### config.mk
export PLATFORM = sky130hd
export DESIGN_NAME = alu_cmd_driver
export DESIGN_NICKNAME = d
export VERILOG_FILES = /design/src/rtl/alu_pkg.sv /design/src/rtl/alu_res_fifo.sv /design/src/rtl/alu_cmd_driver.sv
export SDC_FILE = /design/constraint.sdc
export NUM_CORES = 1
export LEC_CHECK = 0
export ABC_AREA = 1
export CORE_ASPECT_RATIO = 0.7
export CORE_MARGIN = 2
export CORE_UTILIZATION = 45
export DETAILED_ROUTE_END_ITERATION = 10
export GPL_TIMING_DRIVEN = 0
export PLACE_DENSITY = 0.76
export SETUP_SLACK_MARGIN = 0.05
export SLEW_MARGIN = 20
export SYNTH_ARGS = -nofsm -noshare
export SYNTH_HDL_FRONTEND = slang
export SYNTH_SLANG_ARGS = --single-unit
### constraint.sdc
create_clock -name clk -period 2 [get_ports clk]
set_input_delay 0.4 -clock clk [delete_from_list [all_inputs] [get_ports clk]]
set_output_delay 0.4 -clock clk [all_outputs]
set_load 0.05 [all_outputs]
### src/rtl/alu_pkg.sv
// alu_pkg: definitions shared by the 8-bit ALU, its command driver and
// anything that talks to them. The opcode encoding is fixed by the ALU.
`timescale 1ns/1ps

package alu_pkg;

   // Operand and result width of the ALU; the driver never widens results.
   localparam int DATA_W = 8;

   // ALU opcodes. Shift amounts are taken by the ALU from B[2:0].
   typedef enum logic [2:0] {
      ALU_ADD = 3'b000,
      ALU_SUB = 3'b001,
      ALU_SHL = 3'b010,
      ALU_SHR = 3'b011,
      ALU_AND = 3'b100,
      ALU_OR  = 3'b101,
      ALU_XOR = 3'b110,
      ALU_EQ  = 3'b111
   } alu_op_e;

   // One issued operation as presented to the ALU inputs.
   typedef struct packed {
      alu_op_e             op;
      logic [DATA_W-1:0]   a;
      logic [DATA_W-1:0]   b;
   } alu_issue_t;

   // Width needed to hold an occupancy value of 0..depth inclusive.
   function automatic int cnt_width(input int depth);
      return $clog2(depth) + 1;
   endfunction

endpackage : alu_pkg

### src/rtl/alu_res_fifo.sv
// alu_res_fifo: small synchronous FIFO holding captured ALU results until
// the consumer takes them. DEPTH must be a power of two so the pointers
// wrap naturally. A push and a pop in the same cycle keep the count steady
// and the pop sees the old head (read-first).
`timescale 1ns/1ps

module alu_res_fifo
   import alu_pkg::*;
#(
   parameter int DEPTH  = 4,
   parameter int W      = DATA_W
) (
   input  logic                          clk,
   input  logic                          reset_n,
   input  logic                          push_i,
   input  logic [W-1:0]                  push_data_i,
   input  logic                          pop_i,
   output logic [W-1:0]                  pop_data_o,
   output logic [cnt_width(DEPTH)-1:0]   count_o,
   output logic                          empty_o
);

   localparam int AW    = $clog2(DEPTH);
   localparam int CNT_W = cnt_width(DEPTH);

   logic [W-1:0]      mem [DEPTH];
   logic [AW-1:0]     wr_ptr;
   logic [AW-1:0]     rd_ptr;
   logic [CNT_W-1:0]  count;
   logic              do_push;
   logic              do_pop;
   logic              full;

   assign full    = (count == CNT_W'(DEPTH));
   assign empty_o = (count == '0);
   assign count_o = count;

   // A pop is only honoured when there is data; a push is only honoured
   // when a slot is free or is being freed in the same cycle.
   assign do_pop  = pop_i && !empty_o;
   assign do_push = push_i && (!full || do_pop);

   // Head entry, forced to zero when empty so no stale data is visible.
   assign pop_data_o = empty_o ? '0 : mem[rd_ptr];

   // Pointer and occupancy bookkeeping.
   always_ff @(posedge clk or negedge reset_n) begin
      // NOTE: state registers use non-blocking assignments so every flop
      // samples the pre-edge values regardless of statement order.
      if (!reset_n) begin
         wr_ptr <= '0;
         rd_ptr <= '0;
         count  <= '0;
      end else begin
         if (do_push) wr_ptr <= wr_ptr + AW'(1);
         if (do_pop)  rd_ptr <= rd_ptr + AW'(1);
         case ({do_push, do_pop})
            2'b10:   count <= count + CNT_W'(1);
            2'b01:   count <= count - CNT_W'(1);
            default: count <= count;
         endcase
      end
   end

   // Storage array write port.
   always_ff @(posedge clk) begin
      // NOTE: the storage array is deliberately not reset; the pointers and
      // count are, and the empty gating on pop_data_o hides stale contents.
      if (do_push) mem[wr_ptr] <= push_data_i;
   end

endmodule : alu_res_fifo

### src/rtl/alu_cmd_driver.sv
// alu_cmd_driver: two-stage front end for the combinational 8-bit ALU.
// Stage 1 registers an accepted command onto the ALU inputs; stage 2
// captures the ALU result into the result FIFO and the accumulator.
// Chained accumulator commands see an in-flight result via forwarding.
`timescale 1ns/1ps

module alu_cmd_driver
   import alu_pkg::*;
#(
   parameter int DEPTH = 4
) (
   input  logic               clk,
   input  logic               reset_n,
   // command side
   input  logic               cmd_valid_i,
   output logic               cmd_ready_o,
   input  logic [2:0]         cmd_op_i,
   input  logic [DATA_W-1:0]  cmd_a_i,
   input  logic [DATA_W-1:0]  cmd_b_i,
   input  logic               cmd_acc_i,
   // ALU side
   output logic [2:0]         alu_op_o,
   output logic [DATA_W-1:0]  alu_a_o,
   output logic [DATA_W-1:0]  alu_b_o,
   input  logic [DATA_W-1:0]  alu_res_i,
   // result side
   output logic               res_valid_o,
   input  logic               res_ready_i,
   output logic [DATA_W-1:0]  res_data_o,
   output logic [DATA_W-1:0]  acc_o
);

   localparam int CNT_W = cnt_width(DEPTH);

   alu_issue_t          issue_q;
   alu_issue_t          issue_d;
   logic                s1_valid;
   logic [DATA_W-1:0]   acc_q;
   logic [DATA_W-1:0]   acc_eff;
   logic                accept;
   logic                fifo_empty;
   logic [CNT_W-1:0]    fifo_count;
   logic [CNT_W:0]      slots_used;

   // Slots already spoken for: entries held plus the result still in the
   // ALU. A same-cycle pop is not counted, which keeps res_ready_i off the
   // cmd_ready_o path.
   assign slots_used  = {1'b0, fifo_count} + (CNT_W+1)'(s1_valid);
   assign cmd_ready_o = (slots_used < (CNT_W+1)'(DEPTH));
   assign accept      = cmd_valid_i && cmd_ready_o;

   // The accumulator value a new command should see: the result being
   // captured this edge wins over the stored accumulator.
   assign acc_eff = s1_valid ? alu_res_i : acc_q;

   // Next issue contents built from the incoming command.
   always_comb begin
      // NOTE: every always_comb output gets a default first so no path can
      // leave it unassigned and infer a latch.
      issue_d    = issue_q;
      issue_d.op = alu_op_e'(cmd_op_i);
      issue_d.a  = cmd_acc_i ? acc_eff : cmd_a_i;
      issue_d.b  = cmd_b_i;
   end

   // Stage 1: load the ALU input registers on accept, hold otherwise.
   always_ff @(posedge clk or negedge reset_n) begin
      if (!reset_n) begin
         issue_q  <= '0;
         s1_valid <= 1'b0;
      end else begin
         s1_valid <= accept;
         if (accept) issue_q <= issue_d;
      end
   end

   // Stage 2: the accumulator follows every captured result.
   always_ff @(posedge clk or negedge reset_n) begin
      if (!reset_n) begin
         acc_q <= '0;
      end else if (s1_valid) begin
         acc_q <= alu_res_i;
      end
   end

   assign alu_op_o = issue_q.op;
   assign alu_a_o  = issue_q.a;
   assign alu_b_o  = issue_q.b;
   assign acc_o    = acc_q;

   // Stage 2 capture into the result FIFO; the credit check above
   // guarantees a free slot for every push.
   alu_res_fifo #(
      .DEPTH (DEPTH),
      .W     (DATA_W)
   ) u_res_fifo (
      .clk         (clk),
      .reset_n     (reset_n),
      .push_i      (s1_valid),
      .push_data_i (alu_res_i),
      .pop_i       (res_ready_i),
      .pop_data_o  (res_data_o),
      .count_o     (fifo_count),
      .empty_o     (fifo_empty)
   );

   assign res_valid_o = !fifo_empty;

endmodule : alu_cmd_driver

==> run_results.csv, run 1 <==
group,metric,value,unit
run_status,run_status,"finished with violations",
run_status,failing_checks,"setup timing",
timing,maxSlewViolCount,0,
setup_path,worstPathArrival,1630,ps
setup_path,worst-path-max-fanout,6,
global_route,grt_usage,20.53,%
die,fp.dieH,72.77,µm
die,ioPinCount,69,
final_layout,n_antenna_cell,0,
synth,yosys_warnings,0,
timing,fin_crit,2025,ps
cts,clk_root_buffer_cell,"sky130_fd_sc_hd__clkbuf_8",
detailed_routing,dr.first_iter.drc_count,78,
timing,grt_setup_unrepaired,"true",
global_route,gr_ovfl_total,0,
detailed_routing,vias,2438,
power,p_leak,2.280,nW
global_route,groute.layer.met2.usage,33.48,%
final_layout,fin_nets,474,
timing,hold_ws,420.1,ps
power,p_switching,3.779,mW
final_layout,syn_to_final_growth,46.83,%
synth,yosys.cell_types.count,21,
timing,post-route-period-util,101.3,%
timing,tightest_slew,922.3,ps
detailed_routing,remaining_drc_errors,0,
setup_path,critPathCaptureType,"output port",
timing,timing_hold_violations_final,0,
power,pwr-share-seq,26.4,%
placement,place.gp.congestion,0.7554,
setup_path,crit_path_start_kind,"flop",
final_layout,mostFrequentLayoutCell,"sky130_fd_sc_hd__nand2_1",
global_route,first_global_vias,2316,
cts,path_clk_slew,80,ps
detailed_routing,avgViaCountPerCell,4.557,
detailed_routing,first_pass_iters,4,
cts,clk_latency,340,ps
final_layout,layout-drive-gt1-share,21.09,%
detailed_routing,routedWlPerCell,14.05,µm
global_route,grt_start_max_net_pins,30,
placement,pre_cts_slack,-431.6,ps
final_layout,final_cell_mix,"138 x sky130_fd_sc_hd__nand2_1, 47 x sky130_fd_sc_hd__inv_1, 39 x sky130_fd_sc_hd__clkdlybuf4s50_1",
synth,synth.cell_area,3040,µm²
synth,syn-instance-count,335,
global_route,grt_antenna_before_repair,0,
flow_run,maxCapViolations,0,
synth,syn_nets,373,
synth,synth_seq_cells,67,
die,core.rowCount,25,
synth,synthesis.area_per_instance,9.076,µm²
detailed_routing,finalWirelength,7517,µm
cts,cts_tree,"yes",
power,power_report.internal_total,4.321,mW
synth,synth_seq_area_share,60.41,%
die,die-area,7440,µm²
die,floorplan.initialDensity,45.85,%
power,p_per_area,1814,nW/µm²
timing,final-setup-viol-count,1,
cts,number_of_buffers_between_clock_root_and_the_deepest_sink,2,
setup_path,critical_path_required,1600,ps
global_route,met3_usage,5.460,%
power,vdd.ir_drop.worst,0.0009914,V
setup_path,critical_path_class,"reg2out",
timing,finalClockSkew,6.500,ps
cts,cts_num_sinks,67,
die,fp.dieW,102.2,µm
cts,cts_max_level,3,
die,design.core.area,6631,µm²
detailed_routing,final_antenna_net_count,0,
worst_hold_path,holdCritPathClass,"in2async",
placement,post-dp-hpwl,4859,µm
global_route,grt_most_used_layer,"met2",
power,switching_share,46.65,%
final_layout,layoutNonFillerInstCount,535,
placement,port_buffers,67,
cts,cts_inserted_buffers,9,
global_route,global_route_wire_length_before_repair,11270,µm
placement,placed_cells,497,
timing,postLayoutSetupSlackWorst,-25.41,ps
global_route,met1_usage,26.47,%
power,share_clk_of_total_power,15.1,%
timing,max_freq,0.4937,GHz
power,combPwrFrac,58.5,%
timing,slew_margin_rel,38.29,%
-- state kept, by name, summed over array words and instances, names as in the netlist --
| name | flops |
|---|---|
| alu_op_o | 3 |
| u_res_fifo.mem | 32 |
| u_res_fifo.count_o | 3 |
| alu_a_o | 8 |
| s1_valid | 1 |
| u_res_fifo.wr_ptr | 2 |
| u_res_fifo.rd_ptr | 2 |
| acc_o | 8 |
| alu_b_o | 8 |
-- metrics by stage --
stage	area, µm²	util, %	power [mW]	TNS, ps
floorplan	3050	-	4.934	0
global placement	3839	57.89	6.147	-18280
detailed placement	3854	58.11	6.269	-11250
CTS	4208	63.45	7.649	-30.82
global route	4464	67.32	8.508	-180.1
finish	4464	67.32	8.100	-25.41
-- cell usage after synthesis, drive strengths merged --
cell	instances	area share (%)
ha	5	2.1
o21ai	2	0.33
nand3	21	3.8
dfrtp	35	29
xnor2	2	0.58
a21oi	8	1.3
inv	51	6.4
nor2	6	0.74
xor2	1	0.29
buf	10	2.8
and2	8	1.6
nand2	151	19
fa	1	0.66
nand4	1	0.21
edfxtp	32	32
or2	1	0.21
-- what timing repair did --
| action | CTS | global route |
|---|---|---|
| setup buffers | 14 | 6 |
| pin swaps | 2 | 13 |
| gates resized for setup | 63 | 58 |
| endpoints found under the hold margin | 6 | 0 |
| setup endpoints to repair | 27 | 51 |
| gates cloned | 0 | 1 |
| hold buffers | 1 | 0 |
-- power by group through the flow --
stage	Combinational, mW	Clock [mW]	Sequential (mW)
2_1_floorplan	1.87	0	3.07
3_3_place_gp	4.00	0	2.15
3_5_place_dp	4.10	0	2.17
4_1_cts	4.28	1.24	2.13
5_1_grt	5.02	1.31	2.19
6_report	4.74	1.22	2.14
-- per-layer routing --
layer  vias up  part of all wire (%)
li1       1227                     -
met5         -                     0
met4         0                   2.0
met3        15                   3.0
met1      1151                    44
met2        45                    51
-- final timing paths --
check                                      start                    to  slack (ps)  cells past startpoint
setup / recovery            u_res_fifo.rd_ptr[0]         res_data_o[7]         -30                      8
hold / removal                           reset_n            alu_a_o[1]         420                      2
setup reg to reg           u_res_fifo.count_o[1]  u_res_fifo.wr_ptr[1]          20                     13
hold reg to reg                       alu_a_o[7]            alu_a_o[7]         490                      2
max in group asynchronous                reset_n            alu_b_o[5]        1170                      3
min in group clk                     res_ready_i  u_res_fifo.rd_ptr[0]         480                      3
-- final cells by class --
| type | instances | area (µm²) |
|---|---|---|
| timing repair buffer | 90 | 949.7 |
| buffer | 10 | 93.84 |
| clock buffer | 12 | 166.4 |
| multi-input combinational | 207 | 1039 |
| clock inverter | 4 | 53.80 |
| tap | 94 | 117.6 |
| fill | 532 | 2167 |
| sequential | 67 | 1837 |
| inverter | 51 | 207.7 |
-- logic make-up (layout without fill, tap and decap cells) --
| group | after synthesis | in the layout | synth area share, % |
|---|---|---|---|
| simple gates | 188 | 188 | 25.23 |
| xor+xnor | 3 | 3 | 0.8644 |
| compound gates | 10 | 10 | 1.646 |
| flops | 67 | 67 | 60.41 |
| fa+ha+maj | 6 | 6 | 2.716 |
| buf+inv | 61 | 167 | 9.136 |
-- worst max-delay path, cell delays in order, from the launching register on --
cell,delay [ps]
sky130_fd_sc_hd__dfrtp_1,360
sky130_fd_sc_hd__buf_6,140
sky130_fd_sc_hd__clkinv_8,70
sky130_fd_sc_hd__buf_8,130
sky130_fd_sc_hd__buf_6,110
sky130_fd_sc_hd__nand2_2,50
sky130_fd_sc_hd__nand3_2,60
sky130_fd_sc_hd__a21oi_2,180
sky130_fd_sc_hd__buf_6,180
No activity file was read; power rests on OpenSTA's default activity.
==> run 2: changes to the inputs <==
--- a/config.mk
+++ b/config.mk
@@ -10,6 +10,7 @@
 export CORE_MARGIN = 2
 export CORE_UTILIZATION = 45
 export DETAILED_ROUTE_END_ITERATION = 10
+export GPL_ROUTABILITY_DRIVEN = 0
 export GPL_TIMING_DRIVEN = 0
 export PLACE_DENSITY = 0.76
 export SETUP_SLACK_MARGIN = 0.05
==> results of run 2 <==
Final layout, timing and power as in run 1 (identical DEF).
==> run 3: changes to the inputs <==
--- a/config.mk
+++ b/config.mk
@@ -9,10 +9,11 @@
 export CORE_ASPECT_RATIO = 0.7
 export CORE_MARGIN = 2
 export CORE_UTILIZATION = 45
+export CTS_BUF_LIST = sky130_fd_sc_hd__clkbuf_16
 export DETAILED_ROUTE_END_ITERATION = 10
 export GPL_ROUTABILITY_DRIVEN = 0
 export GPL_TIMING_DRIVEN = 0
-export PLACE_DENSITY = 0.76
+export PLACE_DENSITY_LB_ADDON = 0.08
 export SETUP_SLACK_MARGIN = 0.05
 export SLEW_MARGIN = 20
 export SYNTH_ARGS = -nofsm -noshare
==> run_results.csv, run 3 (synthesis results as in run 1) <==
group,metric,value,unit
detailed_routing,vias,2358,
global_route,grt_start_max_net_pins,19,
power,p_switching,3.600,mW
worst_hold_path,holdCritPathClass,"in2async",
die,die-area,7440,µm²
die,core.rowCount,25,
power,switching_share,45.00,%
timing,setup-tns-final,0,ps
die,design.core.area,6631,µm²
detailed_routing,dr.first_iter.drc_count,116,
power,total_power,8.000,mW
placement,dpl_cell_area,3861,µm²
power,p_per_area,1880,nW/µm²
die,ioPinCount,69,
global_route,first_global_vias,2191,
flow_run,maxCapViolations,0,
power,share_clk_of_total_power,20.4,%
final_layout,final_util,64.15,%
global_route,global_route_wire_length_before_repair,10670,µm
cts,clk_root_buffer_cell,"sky130_fd_sc_hd__clkbuf_16",
power,p_leak,2.048,nW
timing,fin_crit,1920,ps
power,power_report.internal_total,4.400,mW
cts,clk_latency,320,ps
setup_path,worst-path-max-fanout,10,
final_layout,final_cell_mix,"148 x sky130_fd_sc_hd__nand2_1, 56 x sky130_fd_sc_hd__clkdlybuf4s50_1, 49 x sky130_fd_sc_hd__inv_1",
setup_path,worstPathCellList,"buf_6, inv_8, buf_8, nand2_1, nand2_1, nand2_1, a21oi_2, buf_6",
detailed_routing,first_pass_iters,4,
cts,number_of_buffers_between_clock_root_and_the_deepest_sink,2,
power,vdd.ir_drop.worst,0.0009232,V
setup_path,critPathMostFrequentCell,"sky130_fd_sc_hd__nand2_1",
setup_path,critPathBufInv,4,
timing,maxSlewViolCount,0,
detailed_routing,routedWlPerCell,12.63,µm
timing,timing_hold_violations_final,0,
timing,hold_ws,30.79,ps
setup_path,critPathCaptureType,"output port",
timing,finalClockSkew,2.874,ps
final_layout,n_antenna_cell,0,
timing,slew_margin_rel,65.42,%
final_layout,layoutNonFillerInstCount,520,
die,floorplan.initialDensity,45.85,%
final_layout,largest_register_ffs,32,
setup_path,worst_path_max_delay_cell,"sky130_fd_sc_hd__dfrtp_1",
cts,cts_inserted_buffers,9,
final_layout,post-route-cell-area,4254,µm²
timing,postLayoutSetupSlackWorst,80.35,ps
final_layout,fin_nets,459,
detailed_routing,final_antenna_net_count,0,
run_status,run_status,"finished, final reports clean",
setup_path,critical_path_required,1600,ps
timing,post-route-period-util,95.98,%
final_layout,register_with_the_most_flip_flops,"u_res_fifo.mem",
timing,grt_setup_unrepaired,"true",
die,fp.dieH,72.77,µm
timing,final-setup-viol-count,0,
placement,placed_cells,497,
timing,tightest_slew,517.1,ps
cts,path_clk_slew,50,ps
cts,cts_tree,"yes",
cts,cts_max_level,3,
die,fp.dieW,102.2,µm
setup_path,crit_path_start_kind,"flop",
setup_path,worst_path_largest_cell_delay,370,ps
power,combPwrFrac,52.8,%
setup_path,worstPathArrival,1520,ps
global_route,gr_ovfl_total,0,
detailed_routing,finalWirelength,6569,µm
placement,port_buffers,67,
cts,cts.hold.buffers_added,0,
final_layout,layout-drive-gt1-share,13.85,%
setup_path,cp_top_family,"buffers and inverters",
placement,post-dp-hpwl,4797,µm
final_layout,mostFrequentLayoutCell,"sky130_fd_sc_hd__nand2_1",
final_layout,syn_to_final_growth,39.92,%
timing,max_freq,0.5209,GHz
power,pwr-share-seq,26.8,%
cts,cts_num_sinks,67,
setup_path,critical_path_class,"reg2out",
placement,pre_cts_slack,-429.1,ps
detailed_routing,remaining_drc_errors,0,
detailed_routing,avgViaCountPerCell,4.535,
global_route,grt_antenna_before_repair,0,
global_route,grt_usage,19.11,%
## run 3: cell types whose count changed in the layout (fill, tap and decap cells not counted), moves of 3 or more
cell | before | now
sky130_fd_sc_hd__nand3_2 | 5 | 2
sky130_fd_sc_hd__nand2_2 | 11 | 2
sky130_fd_sc_hd__a21oi_1 | 0 | 6
sky130_fd_sc_hd__a21oi_2 | 8 | 2
sky130_fd_sc_hd__clkbuf_8 | 10 | 0
sky130_fd_sc_hd__dlymetal6s2s_1 | 17 | 0
sky130_fd_sc_hd__nand3_1 | 16 | 19
sky130_fd_sc_hd__nand2_1 | 138 | 148
sky130_fd_sc_hd__clkbuf_16 | 2 | 9
sky130_fd_sc_hd__clkdlybuf4s50_1 | 39 | 56
sky130_fd_sc_hd__buf_6 | 15 | 5
sky130_fd_sc_hd__buf_4 | 18 | 14
## run 3: power groups by stage
stage | clock [mW] | sequential [mW] | combinational [mW]
finish | 1.63 | 2.15 | 4.22
global route | 1.71 | 2.19 | 4.56
CTS | 1.65 | 2.14 | 4.12
detailed placement | 0 | 2.16 | 4.10
global placement | 0 | 2.15 | 4.02
floorplan | 0 | 3.07 | 1.87
## run 3: path summary, 6_finish.rpt
path / from / endpoint / slack (ps) / depth (start not counted)
max: u_res_fifo.rd_ptr[0] / res_data_o[2] / 80 / 8
min reg2reg: alu_op_o[0] / alu_op_o[0] / 480 / 2
max in group asynchronous: reset_n / u_res_fifo.wr_ptr[0] / 1520 / 2
min: reset_n / alu_op_o[1] / 30 / 1
min in group clk: alu_op_o[0] / alu_op_o[0] / 480 / 2
max reg2reg: u_res_fifo.count_o[0] / u_res_fifo.count_o[1] / 200 / 8
## run 3: per-layer routing
layer / share of wire (%) / global-route usage, % / vias up
li1: - / - / 1196
met5: 0 / 0 / -
met3: 4.3 / 5.939 / 4
met4: 0.81 / 5.778 / 0
met2: 46 / 29.02 / 41
met1: 49 / 26.64 / 1117
## run 3: layout make-up
class / instances / area (µm²)
clock buffers: 9 / 225.2
fillers: 567 / 2377
inverters: 51 / 202.7
well taps: 94 / 117.6
plain buffers: 10 / 91.34
repair buffers: 75 / 726.9
flip-flops and latches: 67 / 1838
clock inverters: 7 / 83.83
multi-input cells: 207 / 968.4
## run 3: repair_timing
| action | CTS | global route |
|---|---|---|
| resized for setup | 58 | 15 |
| gates cloned | 0 | 0 |
| pin swaps | 2 | 4 |
| setup buffers | 2 | 5 |
| endpoints found under the setup margin | 11 | 34 |
